==> src/rtl/step_sequencer_pkg.sv <==
// ---------------------------------------------------------------------------
// synth_pkg -- shared definitions for the step sequencer slice.
//
// Contents:
//   SEQ_DEPTH    default number of pattern steps
//   KEY_W        default keycode width (0 means "no key")
//   seq_state_t  sequencer mode: IDLE, RECORD, PLAY
// ---------------------------------------------------------------------------
package synth_pkg;

  localparam int unsigned SEQ_DEPTH = 8;
  localparam int unsigned KEY_W     = 4;

  typedef enum logic [1:0] {
    IDLE   = 2'd0,
    RECORD = 2'd1,
    PLAY   = 2'd2
  } seq_state_t;

endpackage : synth_pkg

==> src/rtl/step_sequencer_mem.sv <==
// ---------------------------------------------------------------------------
// seq_mem -- pattern storage for the step sequencer.
//
// DEPTH x KEY_W register file with a single synchronous write port and a
// single combinational read port. Asynchronous reset clears every entry,
// so a freshly reset sequencer never replays stale notes.
//
// Ports:
//   clk      in   system clock
//   rst      in   asynchronous active-high reset, clears all entries
//   we_i     in   write enable (caller already qualifies with block enable)
//   waddr_i  in   write address
//   wdata_i  in   write data (0 stores a rest)
//   raddr_i  in   read address
//   rdata_o  out  combinational read data at raddr_i
// ---------------------------------------------------------------------------
module seq_mem
  import synth_pkg::*;
#(
  parameter int unsigned DEPTH = synth_pkg::SEQ_DEPTH,
  parameter int unsigned KEY_W = synth_pkg::KEY_W
) (
  input  logic                     clk,
  input  logic                     rst,
  input  logic                     we_i,
  input  logic [$clog2(DEPTH)-1:0] waddr_i,
  input  logic [KEY_W-1:0]         wdata_i,
  input  logic [$clog2(DEPTH)-1:0] raddr_i,
  output logic [KEY_W-1:0]         rdata_o
);

  logic [KEY_W-1:0] mem_q [DEPTH];

  always_ff @(posedge clk or posedge rst) begin
    if (rst) begin
      for (int unsigned i = 0; i < DEPTH; i++) begin
        mem_q[i] <= '0;
      end
    end else if (we_i) begin
      mem_q[waddr_i] <= wdata_i;
    end
  end

  assign rdata_o = mem_q[raddr_i];

endmodule : seq_mem

==> src/rtl/step_sequencer.sv <==
// ---------------------------------------------------------------------------
// step_sequencer -- keypad step sequencer (record / play a short pattern).
//
// In RECORD each new key press (or a play strobe, meaning "rest") is appended
// to the pattern until it is full. In PLAY the pattern is stepped on each
// tempo tick, wrapping at the recorded length. A key held on the keypad always
// overrides the pattern on keycode_o. en low freezes everything and mutes the
// output.
//
// Ports:
//   clk          in   system clock
//   rst          in   asynchronous active-high reset
//   en           in   block enable; low freezes all state and mutes output
//   keycode_i    in   live keycode from keypad encoder (0 = no key)
//   key_edge_i   in   one-cycle strobe: new key press
//   rec_edge_i   in   one-cycle strobe: record toggle
//   play_edge_i  in   one-cycle strobe: play/stop, or rest while recording
//   tick_i       in   one-cycle tempo strobe
//   keycode_o    out  keycode to the frequency divider
//   step_o       out  current playback step (0 outside PLAY)
//   len_o        out  recorded pattern length, 0..SEQ_DEPTH
//   recording_o  out  high in RECORD
//   playing_o    out  high in PLAY
// ---------------------------------------------------------------------------
module step_sequencer
  import synth_pkg::*;
#(
  parameter int unsigned SEQ_DEPTH = synth_pkg::SEQ_DEPTH,
  parameter int unsigned KEY_W     = synth_pkg::KEY_W
) (
  input  logic                           clk,
  input  logic                           rst,
  input  logic                           en,
  input  logic [KEY_W-1:0]               keycode_i,
  input  logic                           key_edge_i,
  input  logic                           rec_edge_i,
  input  logic                           play_edge_i,
  input  logic                           tick_i,
  output logic [KEY_W-1:0]               keycode_o,
  output logic [$clog2(SEQ_DEPTH)-1:0]   step_o,
  output logic [$clog2(SEQ_DEPTH+1)-1:0] len_o,
  output logic                           recording_o,
  output logic                           playing_o
);

  localparam int unsigned STEP_W = $clog2(SEQ_DEPTH);
  localparam int unsigned LEN_W  = $clog2(SEQ_DEPTH + 1);

  seq_state_t        state_q, state_d;
  logic [LEN_W-1:0]  len_q, len_d;
  logic [STEP_W-1:0] step_q, step_d;

  logic              mem_we;
  logic [STEP_W-1:0] mem_waddr;
  logic [KEY_W-1:0]  mem_wdata;
  logic [KEY_W-1:0]  mem_rdata;

  logic              full;
  logic              key_valid;
  logic [LEN_W-1:0]  step_inc;

  assign full      = (len_q >= LEN_W'(SEQ_DEPTH));
  assign key_valid = (keycode_i != '0);
  // Widened so step+1 can be compared against len even when len == SEQ_DEPTH.
  assign step_inc  = LEN_W'(step_q) + LEN_W'(1);

  // -------------------------------------------------------------------------
  // State registers
  // -------------------------------------------------------------------------
  always_ff @(posedge clk or posedge rst) begin
    if (rst) begin
      state_q <= IDLE;
      len_q   <= '0;
      step_q  <= '0;
    end else if (en) begin
      state_q <= state_d;
      len_q   <= len_d;
      step_q  <= step_d;
    end
  end

  // -------------------------------------------------------------------------
  // Next-state, counters and memory write control
  // -------------------------------------------------------------------------
  always_comb begin
    state_d   = state_q;
    len_d     = len_q;
    step_d    = step_q;
    mem_we    = 1'b0;
    mem_waddr = len_q[STEP_W-1:0];
    mem_wdata = '0;

    if (en) begin
      unique case (state_q)
        IDLE: begin
          // Record toggle has priority over a simultaneous play strobe.
          if (rec_edge_i) begin
            state_d = RECORD;
            len_d   = '0;
            step_d  = '0;
          end else if (play_edge_i && (len_q != '0)) begin
            state_d = PLAY;
            step_d  = '0;
          end
        end

        RECORD: begin
          // Leaving RECORD swallows any key/rest strobe in the same cycle.
          if (rec_edge_i) begin
            state_d = IDLE;
          end else if (!full) begin
            if (key_edge_i && key_valid) begin
              mem_we    = 1'b1;
              mem_wdata = keycode_i;
              len_d     = len_q + LEN_W'(1);
            end else if (play_edge_i) begin
              mem_we    = 1'b1;
              mem_wdata = '0;
              len_d     = len_q + LEN_W'(1);
            end
          end
        end

        PLAY: begin
          // Stop wins over a coincident tick; rec_edge_i is ignored here.
          if (play_edge_i) begin
            state_d = IDLE;
            step_d  = '0;
          end else if (tick_i) begin
            step_d = (step_inc == len_q) ? '0 : step_inc[STEP_W-1:0];
          end
        end

        default: begin
          state_d = IDLE;
        end
      endcase
    end
  end

  // -------------------------------------------------------------------------
  // Pattern memory
  // -------------------------------------------------------------------------
  seq_mem #(
    .DEPTH (SEQ_DEPTH),
    .KEY_W (KEY_W)
  ) u_mem (
    .clk     (clk),
    .rst     (rst),
    .we_i    (mem_we),
    .waddr_i (mem_waddr),
    .wdata_i (mem_wdata),
    .raddr_i (step_q),
    .rdata_o (mem_rdata)
  );

  // -------------------------------------------------------------------------
  // Outputs
  // -------------------------------------------------------------------------
  always_comb begin
    keycode_o = '0;
    if (en) begin
      if (key_valid) begin
        keycode_o = keycode_i;
      end else if (state_q == PLAY) begin
        keycode_o = mem_rdata;
      end
    end
  end

  assign step_o      = (state_q == PLAY) ? step_q : '0;
  assign len_o       = len_q;
  assign recording_o = (state_q == RECORD);
  assign playing_o   = (state_q == PLAY);

endmodule : step_sequencer

==> config.mk <==
export PLATFORM = sky130hd
export DESIGN_NAME = step_sequencer
export DESIGN_NICKNAME = d
export VERILOG_FILES = /design/src/rtl/step_sequencer_pkg.sv /design/src/rtl/step_sequencer_mem.sv /design/src/rtl/step_sequencer.sv
export SDC_FILE = /design/constraint.sdc
export NUM_CORES = 1
export LEC_CHECK = 0
export CAP_MARGIN = 20
export CELL_PAD_IN_SITES_DETAIL_PLACEMENT = 1
export CELL_PAD_IN_SITES_GLOBAL_PLACEMENT = 1
export CORE_AREA = 2 2 71 73
export DETAILED_ROUTE_END_ITERATION = 8
export DIE_AREA = 0 0 73 75
export GPL_TIMING_DRIVEN = 0
export MAX_ROUTING_LAYER = met4
export PLACE_DENSITY = 0.92
export SLEW_MARGIN = 40
export SYNTH_ARGS = -nofsm -noshare
export SYNTH_HDL_FRONTEND = slang
export SYNTH_SLANG_ARGS = --single-unit
==> constraint.sdc <==
create_clock -name clk -period 3.13 [get_ports clk]
set_input_delay 0.939 -clock clk [delete_from_list [all_inputs] [get_ports clk]]
set_output_delay 0.939 -clock clk [all_outputs]
set_load 0.02 [all_outputs]
# == Word-level counts from Yosys, hierarchy flattened ==
# Index checks and enable logic that the tools add are counted.
# word_totals
out_inout_bits,13
ff_bits,41
wordCells,79
# classes
magnitude_cmp,4
add_sub_neg,2
muxes,38
n_bitwise,2
reduce_logical,11
n_eq_ne,11
# op_table
cell,count
$mux 4,16
$bwmux 32,1
$mux 3,6
$bmux 4 s3,1
$demux 4 s3,1
$ge 4x4->1 const B,3
$ne 2x2->1 const B,5
$mux 2,4
$not 3->4,2
$pmux 4 s2,1
$reduce_and 4->1,2
$reduce_bool 4->1,2
$mux 1,6
$ne 3x3->1 const B,2
$pmux 2 s3,1
$pmux 3 s2,1
$reduce_and 6->1,1
$add 3x1->4 const B,1
$add 4x1->4 const B,1
$eq 4x4->1,1
$lt 4x1->1 const B,1
$reduce_bool 2->1,2
$logic_and 1x1->1,3
$ne 3x2->1 const B,1
3 further kinds,3

# == Longest topological paths before layout ==
# logic_depth
ltp_word,8
mapped_depth,7

# == Cells and area by module ==
# A second synthesis with hierarchy kept.
# hier_totals
hier_cells,177
area_unflattened_um2,2317.2
# modules_own_cells
module,area_each_um2,seq_area_each_um2,n_inst,cells_each
seq_mem,1536.5,800.8,1,87
step_sequencer,780.7,225.2,1,90

# == Worst setup path after synthesis ==
# No wires, ideal clock.
# synth_timing
kind,input -> output
from,in keycode_i[1]
to,out keycode_o[0]
arrival_time_ns,1.666
path_buffers,0
cell_stages,4
t_required_ns,2.191
setup_slack_ns,0.525
path_cell_list,nor4_1 -> nand2_1 -> a21oi_1 -> o21a_1
# synth_between
elab_chain_len,3
# synth_lines
item,line_no,rtl
from (decl),step_sequencer.sv:34,"input logic [KEY_W-1:0] keycode_i,"
$reduce_bool 4->1,step_sequencer.sv:63,assign key_valid = (keycode_i != '0);
$mux 4,step_sequencer.sv:163,if (key_valid) begin
$mux 4,step_sequencer.sv:162,if (en) begin
to (decl),step_sequencer.sv:39,"output logic [KEY_W-1:0] keycode_o,"
# Every way passes these cells.

# == Worst setup path after layout ==
# layout_timing
from,in keycode_i[2]
to,out keycode_o[0]
# The elaborated chain is that of the path after synthesis.

==> impl_metrics.yaml <==
synth:
  synth_seq_area_share: 0.473
  synth_top_family_by_area: "multiplexers"
  synth_xor_area_frac: 0.0202
  synth_compound_gate_area_share: 0.129
  synth_top_area_share: 0.473
  synth_area_um2: 2170
  yosysUniqueCellTypes: 34
  ys_warn_count: 0
  ys_ff_latch: 41
  synth_top_cell_by_area: "dfrtp_1"
  synthFlopType: "dfrtp_1"
  syn_nets: 220
  synth_mux_area_frac: 0.180
  async_flop_share: 1.00
  synthTopCellsByCount: "42 x nand2_1, 41 x dfrtp_1, 20 x o21ai_0"
  synth.most_common_cell: "nand2_1"
  synth_edf_count: 0
  synthAdderAreaFrac: 0.0173
  avgSynthCellArea_um2: 10.5
  postSynthCellCount: 206
  yosys.area_share.simple: 0.154
  synth_area_leaders: "dfrtp_1 47%, mux2_2 8.3%, mux4_2 8.3%, nand2_1 7.3%, o21ai_0 4.6%"
layout:
  diodes: 0
  finish.net_count: 248
  layout-drive-gt1-share: 0.217
  stdcell_count: 289
  syn2layout_area_growth_pct: 16.9
timing:
  max_slew.worst_pin.slew_ps: 864
  fin_tns_setup_ps: 0
  fin_crit_sh: 0.988
  max_slew_margin: 0.419
  hold_viol: 0
  max_freq_mhz: 324
  setup_viol: 0
  layout_setup_ws_ps: 39.0
  fin_worst_skew_ps: 7.61
  drv_slew: 0
  fin_crit_ps: 3090
placement:
  dp.cells: 282
  post-place-ws_ps: -719
  port_buffers: 22
  hpwl_um: 4020
  gp_congestion: 0.882
global_route:
  grt_max_degree: 42
  grt_pass1_wl_um: 9000
  antenna_found_initial: 0
  grt_usage: 0.235
  grt-ovfl-total: 0
  grt_pass1_vias: 1825
critical_path:
  r2r_cells: 5
  r2r-start: "len_o[3]"
  slowest_stage: "dlygate4sd2_1"
  path_delay_family: "buffers and inverters"
  crit_fanout: 5
  critPathArrivalTime_ps: 2150
  critPathRequiredTime_ps: 2190
  path_buf_inv: 2
  critical_path.max_stage_delay_ps: 310
  critPathLaunchType: "input port"
  timing.rr.end: "u_mem.mem_q[19]"
  cp-end-kind: "primary output"
  path_cells: "dlygate4sd2_1, nor4_2, nand2_2, a21oi_2, o21a_1, buf_2"
  crit_type: "input port to primary output"
  rrSetupSlack_ps: 1060
clock_tree:
  h-tree-depth: 2
  numCtsBuffers: 5
  clkLatencyLatePin_ps: 300
  clk_pin_slew_ps: 80
  clock-sinks: 41
  clock-root-buffer: "clkbuf_8"
  cts_setup_buffers: 0
  cts_buffer_depth: 2
  cts_tree: "done"
detailed_routing:
  wl_um: 5550
  first_iter_violations: 88
  wl_per_cell_um: 19.2
  antenna_left: 0
  drc_errors: 0
  first_pass_iters: 4
  dr_total_vias: 1693
  via_per_inst: 5.86
floorplanning:
  fp-row-count: 25
  die_area_um2: 5480
  core-area_um2: 4660
  die_h_um: 75
  initial_core_util: 0.466
  ios: 24
  die_w_um: 73
hold_path:
  whs_path_depth: 2
  hold_class: "register to register"
  hp-start: "u_mem.mem_q[1]"
  hold_path_end: "u_mem.mem_q[1]"
power:
  powerDensity_nw_per_um2: 557
  ir_drop_mv: 0.235
  p_leak_uw: 0.00109
run:
  drv_cap: 0
run_status:
  status: "completed"
## area by class of cell
type | instances | area (um2)
Timing Repair Buffer | 22 | 188
Fill cell | 525 | 2120
Inverter | 8 | 32.5
Sequential cell | 41 | 1030
Multi-Input combinational cell | 150 | 1110
Buffer | 6 | 28.8
Clock buffer | 8 | 80.1
Tap cell | 54 | 67.6
## placed cells by master, fill, tap and decap left out, drive strengths merged, types with 2 or more instances in the layout
master         count
mux2              16
o22ai              2
nor2b              3
nand3              7
inv                8
nor2               7
mux4               8
clkdlybuf4s50     14
buf                6
nand2b             2
dlygate4sd2        2
mux2i              3
clkbuf            14
ha                 3
o21a               4
and2               7
nand2             42
a21oi              6
xnor2              3
a31oi              2
dfrtp             41
o21ai             20
and2b              2
nor4               2
xor2               2
## cells by family after synthesis
family / after synthesis
AOI/OAI and AO/OA: 42
xor gates and xnor gates: 5
adders and majority gates: 3
buffers and inverters: 15
DFF: 41
muxes: 27
and+or+nand+nor: 73
## how the worst max path moves through the flow
stage                       startpoint            to  slack (ps)  cells past startpoint
after floorplan           keycode_i[1]  keycode_o[0]         520                      4
after global placement    keycode_i[0]  keycode_o[1]        -600                      6
after detailed placement  keycode_i[0]  keycode_o[0]        -720                      6
after CTS                 keycode_i[1]  keycode_o[0]           3                      6
after global routing      keycode_i[2]  keycode_o[1]          -6                      6
final                     keycode_i[2]  keycode_o[0]          40                      6
## sequential cells by signal, indices dropped and copies added, names as in the netlist
name and cells:
step_q 3, len_o 4, u_mem.mem_q 32, state_q 2
## routing by layer
metal / part of all wire / wire (um) / up-vias / GRT usage
li1: - / - / 783 / -
met1: 0.43 / 2380 / 849 / 0.269
met2: 0.51 / 2810 / 47 / 0.392
met3: 0.034 / 187 / 14 / 0.0469
met4: 0.031 / 170 / 0 / 0.117
met5: 0 / 0 / - / -
## worst reg2reg max path, stage by stage, from the launching register on
cell and delay (ps):
dfrtp_1 450, nand2b_1 250, a2111oi_4 480, and2b_2 270, nand3_2 170, mux2_2 340
## report_power, final
part,leakage [uW],total (uW),internal (uW),switching (uW)
clock,0.0000395,337,158,179
combinational,0.000486,444,183,261
sequential,0.000565,633,583,50.0
## per-stage QoR
stage	power, uW	area (um2)	utilization	hold slack (ps)
2_1_floorplan	926	2170	-	445
3_3_place_gp	1060	2460	0.528	457
3_5_place_dp	1090	2470	0.529	469
4_1_cts	1430	2540	0.544	487
5_1_grt	1490	2540	0.545	521
6_report	1410	2540	0.545	485
## timing repair
item | in CTS | in global routing
pin swaps | 1 | 1
hold buffers | 0 | 0
endpoints found under the setup margin | 7 | 7
gates resized for setup | 25 | 8
Note: power is estimated with default switching activity, not from simulation.
